[src/rtl/fetch_ctrl_pkg.sv]
// Shared definitions for the instruction fetch controller: FSM encoding and
// default geometry constants.
package fetch_ctrl_pkg;

  typedef enum logic [1:0] {
    IDLE  = 2'd0,
    RUN   = 2'd1,
    FLUSH = 2'd2
  } state_t;

  localparam int MEM_WORDS_DEFAULT = 1024;
  localparam int RESET_PC_DEFAULT  = 0;

  // Width of one prefetch entry: {instr[31:0], pc[31:0]}.
  localparam int ENTRY_W = 64;

endpackage

[src/rtl/fetch_fifo.sv]
// Synchronous prefetch FIFO holding {instr, pc} entries.
// Handshake: an entry is written when push=1 and there is room (or a pop
// frees a slot in the same cycle); the head is removed when pop=1 and the
// FIFO is not empty. flush empties the FIFO and overrides push and pop.
module fetch_fifo
  import fetch_ctrl_pkg::*;
#(
  parameter int DEPTH = 2,
  parameter int CW    = $clog2(DEPTH) + 1
) (
  input  logic               clock,
  input  logic               reset_n,
  input  logic               push,
  input  logic               pop,
  input  logic               flush,
  input  logic [ENTRY_W-1:0] wdata,
  output logic [ENTRY_W-1:0] head,
  output logic [CW-1:0]      count,
  output logic               empty
);

  localparam int PW = $clog2(DEPTH);
  localparam logic [CW-1:0] DEPTH_C = CW'(DEPTH);

  logic [ENTRY_W-1:0] mem [DEPTH];
  logic [PW-1:0]      wr_ptr;
  logic [PW-1:0]      rd_ptr;
  logic               full;
  logic               do_push;
  logic               do_pop;

  assign full    = (count == DEPTH_C);
  assign empty   = (count == '0);
  assign do_pop  = pop && !empty;
  assign do_push = push && (!full || do_pop);
  assign head    = mem[rd_ptr];

  // Storage, pointers and occupancy; storage is cleared on reset so the
  // head reads as zero until the first push.
  always_ff @(posedge clock or negedge reset_n) begin
    if (!reset_n) begin
      wr_ptr <= '0;
      rd_ptr <= '0;
      count  <= '0;
      for (int i = 0; i < DEPTH; i++) begin
        mem[i] <= '0;
      end
    end else if (flush) begin
      wr_ptr <= '0;
      rd_ptr <= '0;
      count  <= '0;
    end else begin
      if (do_push) begin
        mem[wr_ptr] <= wdata;
        wr_ptr      <= wr_ptr + 1'b1;
      end
      if (do_pop) begin
        rd_ptr <= rd_ptr + 1'b1;
      end
      if (do_push && !do_pop) begin
        count <= count + 1'b1;
      end else if (do_pop && !do_push) begin
        count <= count - 1'b1;
      end
    end
  end

endmodule

[src/rtl/fetch_ctrl.sv]
// Instruction fetch controller: walks a PC through instruction memory,
// prefetches words into a small FIFO and presents them to the consumer.
// Handshake: the consumer takes the head on a cycle where inst_valid=1 and
// inst_ready=1; inst_out/inst_pc hold steady while inst_valid=1 and
// inst_ready=0. redirect_valid overrides both push and pop on its edge.
module fetch_ctrl
  import fetch_ctrl_pkg::*;
#(
  parameter int MEM_WORDS  = MEM_WORDS_DEFAULT,
  parameter int RESET_PC   = RESET_PC_DEFAULT,
  parameter int FIFO_DEPTH = 2
) (
  input  logic        clock,
  input  logic        reset_n,
  input  logic        enable,
  output logic [31:0] imem_addr,
  input  logic [31:0] imem_data,
  input  logic        redirect_valid,
  input  logic [31:0] redirect_pc,
  output logic        inst_valid,
  input  logic        inst_ready,
  output logic [31:0] inst_out,
  output logic [31:0] inst_pc,
  output logic        busy,
  output state_t      state
);

  localparam int AW = $clog2(MEM_WORDS);
  localparam int CW = $clog2(FIFO_DEPTH) + 1;
  localparam logic [AW-1:0] RESET_PC_W = AW'(RESET_PC);
  localparam logic [AW-1:0] LAST_PC    = AW'(MEM_WORDS - 1);
  localparam logic [CW-1:0] DEPTH_C    = CW'(FIFO_DEPTH);

  state_t             next_state;
  logic [AW-1:0]      pc;
  logic [AW-1:0]      pc_next;
  logic [CW-1:0]      count;
  logic               empty;
  logic               push;
  logic               pop;
  logic [ENTRY_W-1:0] head;
  logic               unused_redirect_hi;

  // Only the low address bits of a redirect target are meaningful.
  assign unused_redirect_hi = ^redirect_pc[31:AW];

  assign imem_addr  = {{(32 - AW){1'b0}}, pc};
  assign inst_valid = !empty;
  assign inst_out   = head[63:32];
  assign inst_pc    = head[31:0];

  // Wrap explicitly so non-power-of-two depths still stay in range.
  assign pc_next = (pc == LAST_PC) ? '0 : pc + 1'b1;

  // FSM state register.
  always_ff @(posedge clock or negedge reset_n) begin
    if (!reset_n) begin
      state <= IDLE;
    end else begin
      state <= next_state;
    end
  end

  // Next state plus push/pop decisions; a redirect wins over everything.
  // The FLUSH cycle itself pushes the first redirected word when enabled,
  // so the new stream appears right after FLUSH is left.
  always_comb begin
    next_state = state;
    busy       = (state != IDLE);
    push       = 1'b0;
    pop        = 1'b0;
    if (redirect_valid) begin
      next_state = FLUSH;
    end else begin
      pop = inst_valid && inst_ready;
      case (state)
        IDLE:    next_state = enable ? RUN : IDLE;
        RUN:     next_state = enable ? RUN : IDLE;
        FLUSH:   next_state = enable ? RUN : IDLE;
        default: next_state = IDLE;
      endcase
      if (enable && (state != IDLE) &&
          ((count < DEPTH_C) || (inst_valid && inst_ready))) begin
        push = 1'b1;
      end
    end
  end

  // Program counter: loaded by redirect, advanced by each push.
  always_ff @(posedge clock or negedge reset_n) begin
    if (!reset_n) begin
      pc <= RESET_PC_W;
    end else if (redirect_valid) begin
      pc <= redirect_pc[AW-1:0];
    end else if (push) begin
      pc <= pc_next;
    end
  end

  fetch_fifo #(
    .DEPTH (FIFO_DEPTH)
  ) u_fifo (
    .clock   (clock),
    .reset_n (reset_n),
    .push    (push),
    .pop     (pop),
    .flush   (redirect_valid),
    .wdata   ({imem_data, imem_addr}),
    .head    (head),
    .count   (count),
    .empty   (empty)
  );

endmodule

[config.mk]
export PLATFORM = sky130hd
export DESIGN_NAME = fetch_ctrl
export DESIGN_NICKNAME = d
export VERILOG_FILES = /design/src/rtl/fetch_ctrl_pkg.sv /design/src/rtl/fetch_fifo.sv /design/src/rtl/fetch_ctrl.sv
export SDC_FILE = /design/constraint.sdc
export NUM_CORES = 1
export LEC_CHECK = 0
export ABC_AREA = 1
export CORE_ASPECT_RATIO = 0.9
export CORE_MARGIN = 5
export CORE_UTILIZATION = 26
export CTS_CLUSTER_SIZE = 24
export DETAILED_ROUTE_END_ITERATION = 8
export DONT_BUFFER_PORTS = 1
export PLACE_DENSITY = 0.46
export RECOVER_POWER = 50
export SLEW_MARGIN = 20
export SYNTH_ARGS = -nofsm -noshare
export SYNTH_HDL_FRONTEND = slang
export SYNTH_SLANG_ARGS = --single-unit
export TNS_END_PERCENT = 10
[constraint.sdc]
create_clock -name clock -period 1.5 [get_ports clock]
set_input_delay 0.3 -clock clock [delete_from_list [all_inputs] [get_ports clock]]
set_output_delay 0.3 -clock clock [all_outputs]
set_load 0.05 [all_outputs]
==> results of run 1 <==
[metrics by stage]
step	hold WS, ps	area [um2]	setup slack (ps)
finish	-356	7000	-203
global route	-387	7000	-267
CTS	-375	6560	-220
detailed placement	8.66	6210	-5.25
global placement	9.05	6210	21.5
floorplan	4.41	5320	-116
[layout by cell type (no fill, tap or decap), types with 2 or more instances in the layout]
master / instances
nand4_1: 3
inv_2: 3
dfrtp_2: 5
nand2_4: 23
conb_1: 44
o211ai_1: 2
inv_1: 53
o21ai_1: 51
buf_8: 3
nand3_1: 13
buf_12: 51
xor2_1: 3
buf_6: 4
o21ai_0: 9
o21ai_2: 34
nor2_1: 9
dfrtp_1: 95
nand2_2: 75
clkbuf_16: 12
nand2_1: 158
a21oi_1: 2
buf_4: 18
clkinvlp_4: 3
[what timing repair did]
action	in CTS	in global routing
hold endpoints to repair	102	100
gates cloned	0	4
gates resized for setup	26	96
endpoints found under the setup margin	51	134
setup buffers	0	5
pin swaps	1	13
[worst min-delay path by stage]
stage,startpoint,slack [ps],endpoint,depth (start not counted)
floorplan,reset_n,4,pc[0],0
global placement,reset_n,9,pc[7],0
detailed placement,reset_n,9,pc[8],0
CTS,reset_n,-380,u_fifo.mem[53],0
global route,reset_n,-390,u_fifo.mem[53],0
finish,reset_n,-360,pc[8],0
[registers in the layout, indices dropped and copies added (netlist names)]
name,count
u_fifo.count,2
state,2
u_fifo.mem,84
u_fifo.rd_ptr,1
u_fifo.wr_ptr,1
pc,10
[cells in the mapped netlist (all sizes together)]
cell	n	share of area
a211oi	1	0.0015
a21oi	2	0.0019
buf	62	0.097
clkbuf	11	0.0080
clkinv	1	0.00073
conb	1	0.00073
dfrtp	100	0.49
ha	1	0.0024
inv	56	0.041
nand2	257	0.20
nand3	14	0.016
nand3b	1	0.0015
nand4	3	0.0037
nor2	11	0.011
o211ai	2	0.0029
o21ai	94	0.12
xnor2	1	0.0017
xor2	3	0.0051
[routing by layer]
metal,vias to the layer above,track usage,part of all wire
met2,116,0.178,0.47
li1,1963,-,-
met3,15,0.0473,0.078
met5,-,0,0
met4,0,0.0287,0.015
met1,1882,0.143,0.44
[cell type report]
cell class	count	area [um2]	share of cell area
clock buffer	10	239	0.0341
clock inverter	5	36.3	0.00518
inverter	57	219	0.0313
multi-input combinational	434	2350	0.336
sequential	100	2510	0.358
tap	250	313	0.0447
timing repair buffer	80	1330	0.190
[worst max-delay path, stage by stage, from the launching register on]
cell	delay [ps]
dfrtp_2	400
clkinv_4	80
buf_12	140
clkbuf_16	170
nand2_4	60
nand2_4	60
buf_12	140
[power groups by stage]
stage | Sequential (mW) | Combinational (mW) | Clock [mW]
4_1_cts | 3.89 | 5.47 | 2.27
3_3_place_gp | 3.90 | 5.31 | 0
3_5_place_dp | 3.93 | 5.37 | 0
6_report | 3.97 | 5.87 | 2.18
5_1_grt | 4.07 | 6.24 | 2.41
2_1_floorplan | 4.01 | 3.22 | 0
[kinds of logic after synthesis]
group | after synthesis | share of synthesized area
AOI/OAI and AO/OA | 99 | 0.123
xor gates and xnor gates | 4 | 0.00683
adders and majority gates | 1 | 0.00244
buffers and inverters | 130 | 0.147
DFF | 100 | 0.487
other | 1 | 0.000730
and+or+nand+nor | 286 | 0.233
==> impl_metrics.ini, run 1 <==
[layout]
drive_above_1_share = 0.348
fillers = 1962
finalNonFillerCells = 936
syn2layout_area_growth_pct = 36.4
diodes = 0
fin_util = 0.363
nets = 752

[routing]
vias = 3976
drt-initial-drc-count = 217
dr.pass1.iters = 4
drc = 0
drt-total-wl_um = 12900
wl_per_cell_um = 13.8
vias_per_cell = 4.25
ant_nets = 0

[timing]
rsz0062_at_grt = true
setup_tns_ps = -7440
slew_viol_final = 0
hold_ws_ps = -356
min_period_ps = 1700
hold_viol = 100
finClkSkew_ps = 7.48
final-setup-viol-count = 43
fin_crit_sh = 1.14
timing.final.ws_setup_ps = -203
fmax_mhz = 587

[placed_design]
port_buffers = 0
placedCellCount = 911
hpwl_um = 8770
gp_congestion = 0.808

[setup_path]
cp-startpoint = u_fifo.rd_ptr
cp.arrival_ps = 1400
crit_fanout = 5
r2r-end = pc[8]
worstRegToRegCells = 6
timing.rr.start = u_fifo.count[1]
crit_type = reg -> out
cp-start-kind = register
required_ps = 1200
ff2ff_setup_slack_ps = 70
crit_end = inst_out[9]
critPathCaptureType = primary output

[clock_tree]
clock_path_buffers = 2
cts.sinks = 100
cts_buffers = 9
clk_pin_slew_worst_paths_ps = 60
ctsHoldBuffers = 1
cts_tree = built
insertion_delay_ps = 350
cts_root_buffer = clkbuf_16
htree_levels = 3

[floorplanning]
initial_core_util = 0.266
die-area_um2 = 22700
dieHeight_um = 143
coreArea_um2 = 19300
dieWidth_um = 158
io-pin-count = 169
rows = 48

[logic_synthesis]
synth_area_um2 = 5130
seq_area_frac_synth = 0.487
ys_ff_latch = 100
ys_types = 28
syn_area_per_cell_um2 = 8.27
yosysWarnings = 0
syn-instance-count = 621

[global_routing]
grt_pass1_wl_um = 20100
grt_max_degree = 101
grt_overflow = 0
antenna_found_initial = 0
track_usage = 0.113
grt_pass1_vias = 3874

[power]
power.net_switching_mw = 4.91
powerDensity_nw_per_um2 = 1720
total_power_mw = 12.0
vdd_ir_drop_max_mv = 0.568
p_sw_frac = 0.409
clockPowerShare = 0.181
seq_power_share = 0.330
p_int_mw = 7.11
p_leak_nw = 3.46
p_comb_frac = 0.488

[run]
maxCapViolations = 0

[worst_hold_path]
min_path_type = in -> async

[run_status]
violations = hold timing, setup timing
status = complete, but fails checks
Note: power is estimated with default switching activity, not from simulation.
==> inputs of run 2 (changes only) <==
--- a/config.mk
+++ b/config.mk
@@ -6,7 +6,7 @@
 export NUM_CORES = 1
 export LEC_CHECK = 0
 export ABC_AREA = 1
-export CORE_ASPECT_RATIO = 0.9
+export CORE_ASPECT_RATIO = 1.4
 export CORE_MARGIN = 5
 export CORE_UTILIZATION = 26
 export CTS_CLUSTER_SIZE = 24
@@ -18,4 +18,3 @@
 export SYNTH_ARGS = -nofsm -noshare
 export SYNTH_HDL_FRONTEND = slang
 export SYNTH_SLANG_ARGS = --single-unit
-export TNS_END_PERCENT = 10
==> impl_metrics.ini, run 2 (synthesis results as in run 1) <==
[setup_path]
path_depth = 5
crit_type = reg -> out
slowest_delay_ps = 440
cp.arrival_ps = 1390
critPathCaptureType = primary output
worstRegToRegCells = 8
required_ps = 1200
slowest_stage = dfrtp_2
path_delay_family = flip-flops
timing.critical_path.buf_inv = 3
crit_fanout = 10
cp-start-kind = register
crit_chain = clkinv_4 -> buf_12 -> nand2_1 -> nand2_2 -> buf_12
crit_top_cell = buf_12

[power]
powerDensity_nw_per_um2 = 1600
p_leak_nw = 3.46
vdd_ir_drop_max_mv = 0.519
total_power_mw = 11.6

[timing]
setup_tns_ps = -8360
fin_crit_sh = 1.12
fmax_mhz = 593
min_period_ps = 1690
hold_ws_ps = -365
timing.final.ws_setup_ps = -187
hold_viol = 100
final-setup-viol-count = 103
rsz0062_at_grt = true
slew_viol_final = 0
finClkSkew_ps = 7.47

[clock_tree]
cts.sinks = 100
cts_tree = built
htree_levels = 3
clock_path_buffers = 2
insertion_delay_ps = 360
ctsHoldBuffers = 1
cts_buffers = 9
clk_pin_slew_worst_paths_ps = 70
cts_root_buffer = clkbuf_16

[run_status]
violations = hold timing, setup timing
status = complete, but fails checks

[layout]
drive_above_1_share = 0.427
final_cell_mix = nand2_1 (134), dfrtp_1 (90), nand2_4 (68)
finalNonFillerCells = 927
regArea_um2 = 2520
nets = 744
fillers = 1960
diodes = 0
multiInputGateArea_um2 = 2860
layout_commonest_cell = nand2_1
syn2layout_area_growth_pct = 41.1
top_register = u_fifo.mem
final_cell_area_um2 = 7240
largest_reg_flops = 84
reg.largest.list = u_fifo.mem x84, pc x10

[floorplanning]
die-area_um2 = 22700
coreArea_um2 = 19400
dieWidth_um = 129
io-pin-count = 169
initial_core_util = 0.265
rows = 60
dieHeight_um = 176

[placed_design]
placedCellCount = 877
hpwl_um = 8610
port_buffers = 0
gp_congestion = 0.843
place_area_um2 = 5700

[run]
maxCapViolations = 0

[routing]
drt-total-wl_um = 15200
drt-initial-drc-count = 101
dr.pass1.iters = 4
ant_nets = 0
wl_per_cell_um = 16.4
drc = 0
vias = 4079
vias_per_cell = 4.40

[global_routing]
track_usage = 0.113
grt_overflow = 0
grt_pass1_wl_um = 20300
grt_max_degree = 101
antenna_found_initial = 0
grt_pass1_vias = 3928

[worst_hold_path]
min_path_type = in -> async
[run 2: final timing paths]
kind                              endpoint  slack (ps)       startpoint
max reg2reg                u_fifo.mem[122]         -60  u_fifo.count[1]
max                             inst_pc[6]        -190    u_fifo.rd_ptr
min reg2reg                  u_fifo.mem[0]         490    u_fifo.mem[0]
max in group asynchronous   u_fifo.mem[70]        1700          reset_n
min                         u_fifo.mem[42]        -360          reset_n
min in group clock                   pc[5]          70   redirect_valid
[run 2: where the power goes]
group	total [mW]	switching (mW)	internal (mW)
logic	5.10	3.38	1.72
clock network	2.36	1.05	1.30
registers	4.12	0.655	3.46
total	11.6	5.09	6.49
[run 2: final cells by class]
type,instances,share of cell area
inverter,57,0.0302
tap,248,0.0428
sequential,100,0.348
clock inverter,5,0.00864
clock buffer,11,0.0321
multi-input combinational,437,0.395
timing repair buffer,69,0.144
[run 2: routing by layer]
metal | track usage | up-vias | wire [um]
met5 | 0 | - | 0
met4 | 0.0517 | 0 | 365
met3 | 0.0297 | 15 | 854
met2 | 0.193 | 111 | 7910
met1 | 0.132 | 1998 | 6070
li1 | - | 1955 | -
[run 2: stage by stage]
step / hold WS, ps / setup WS [ps] / utilization
floorplan: 4.41 / -116 / -
global placement: 9.01 / -22.0 / 0.294
detailed placement: 9.29 / -64.3 / 0.294
CTS: -380 / -200 / 0.320
global route: -389 / -243 / 0.374
finish: -365 / -187 / 0.374
[run 2: repair_timing]
action / in CTS / in global routing
endpoints found under the hold margin: 102 / 100
resized for setup: 40 / 148
setup buffers: 1 / 11
pin swaps: 1 / 11
setup endpoints to repair: 88 / 101
gates cloned: 0 / 21
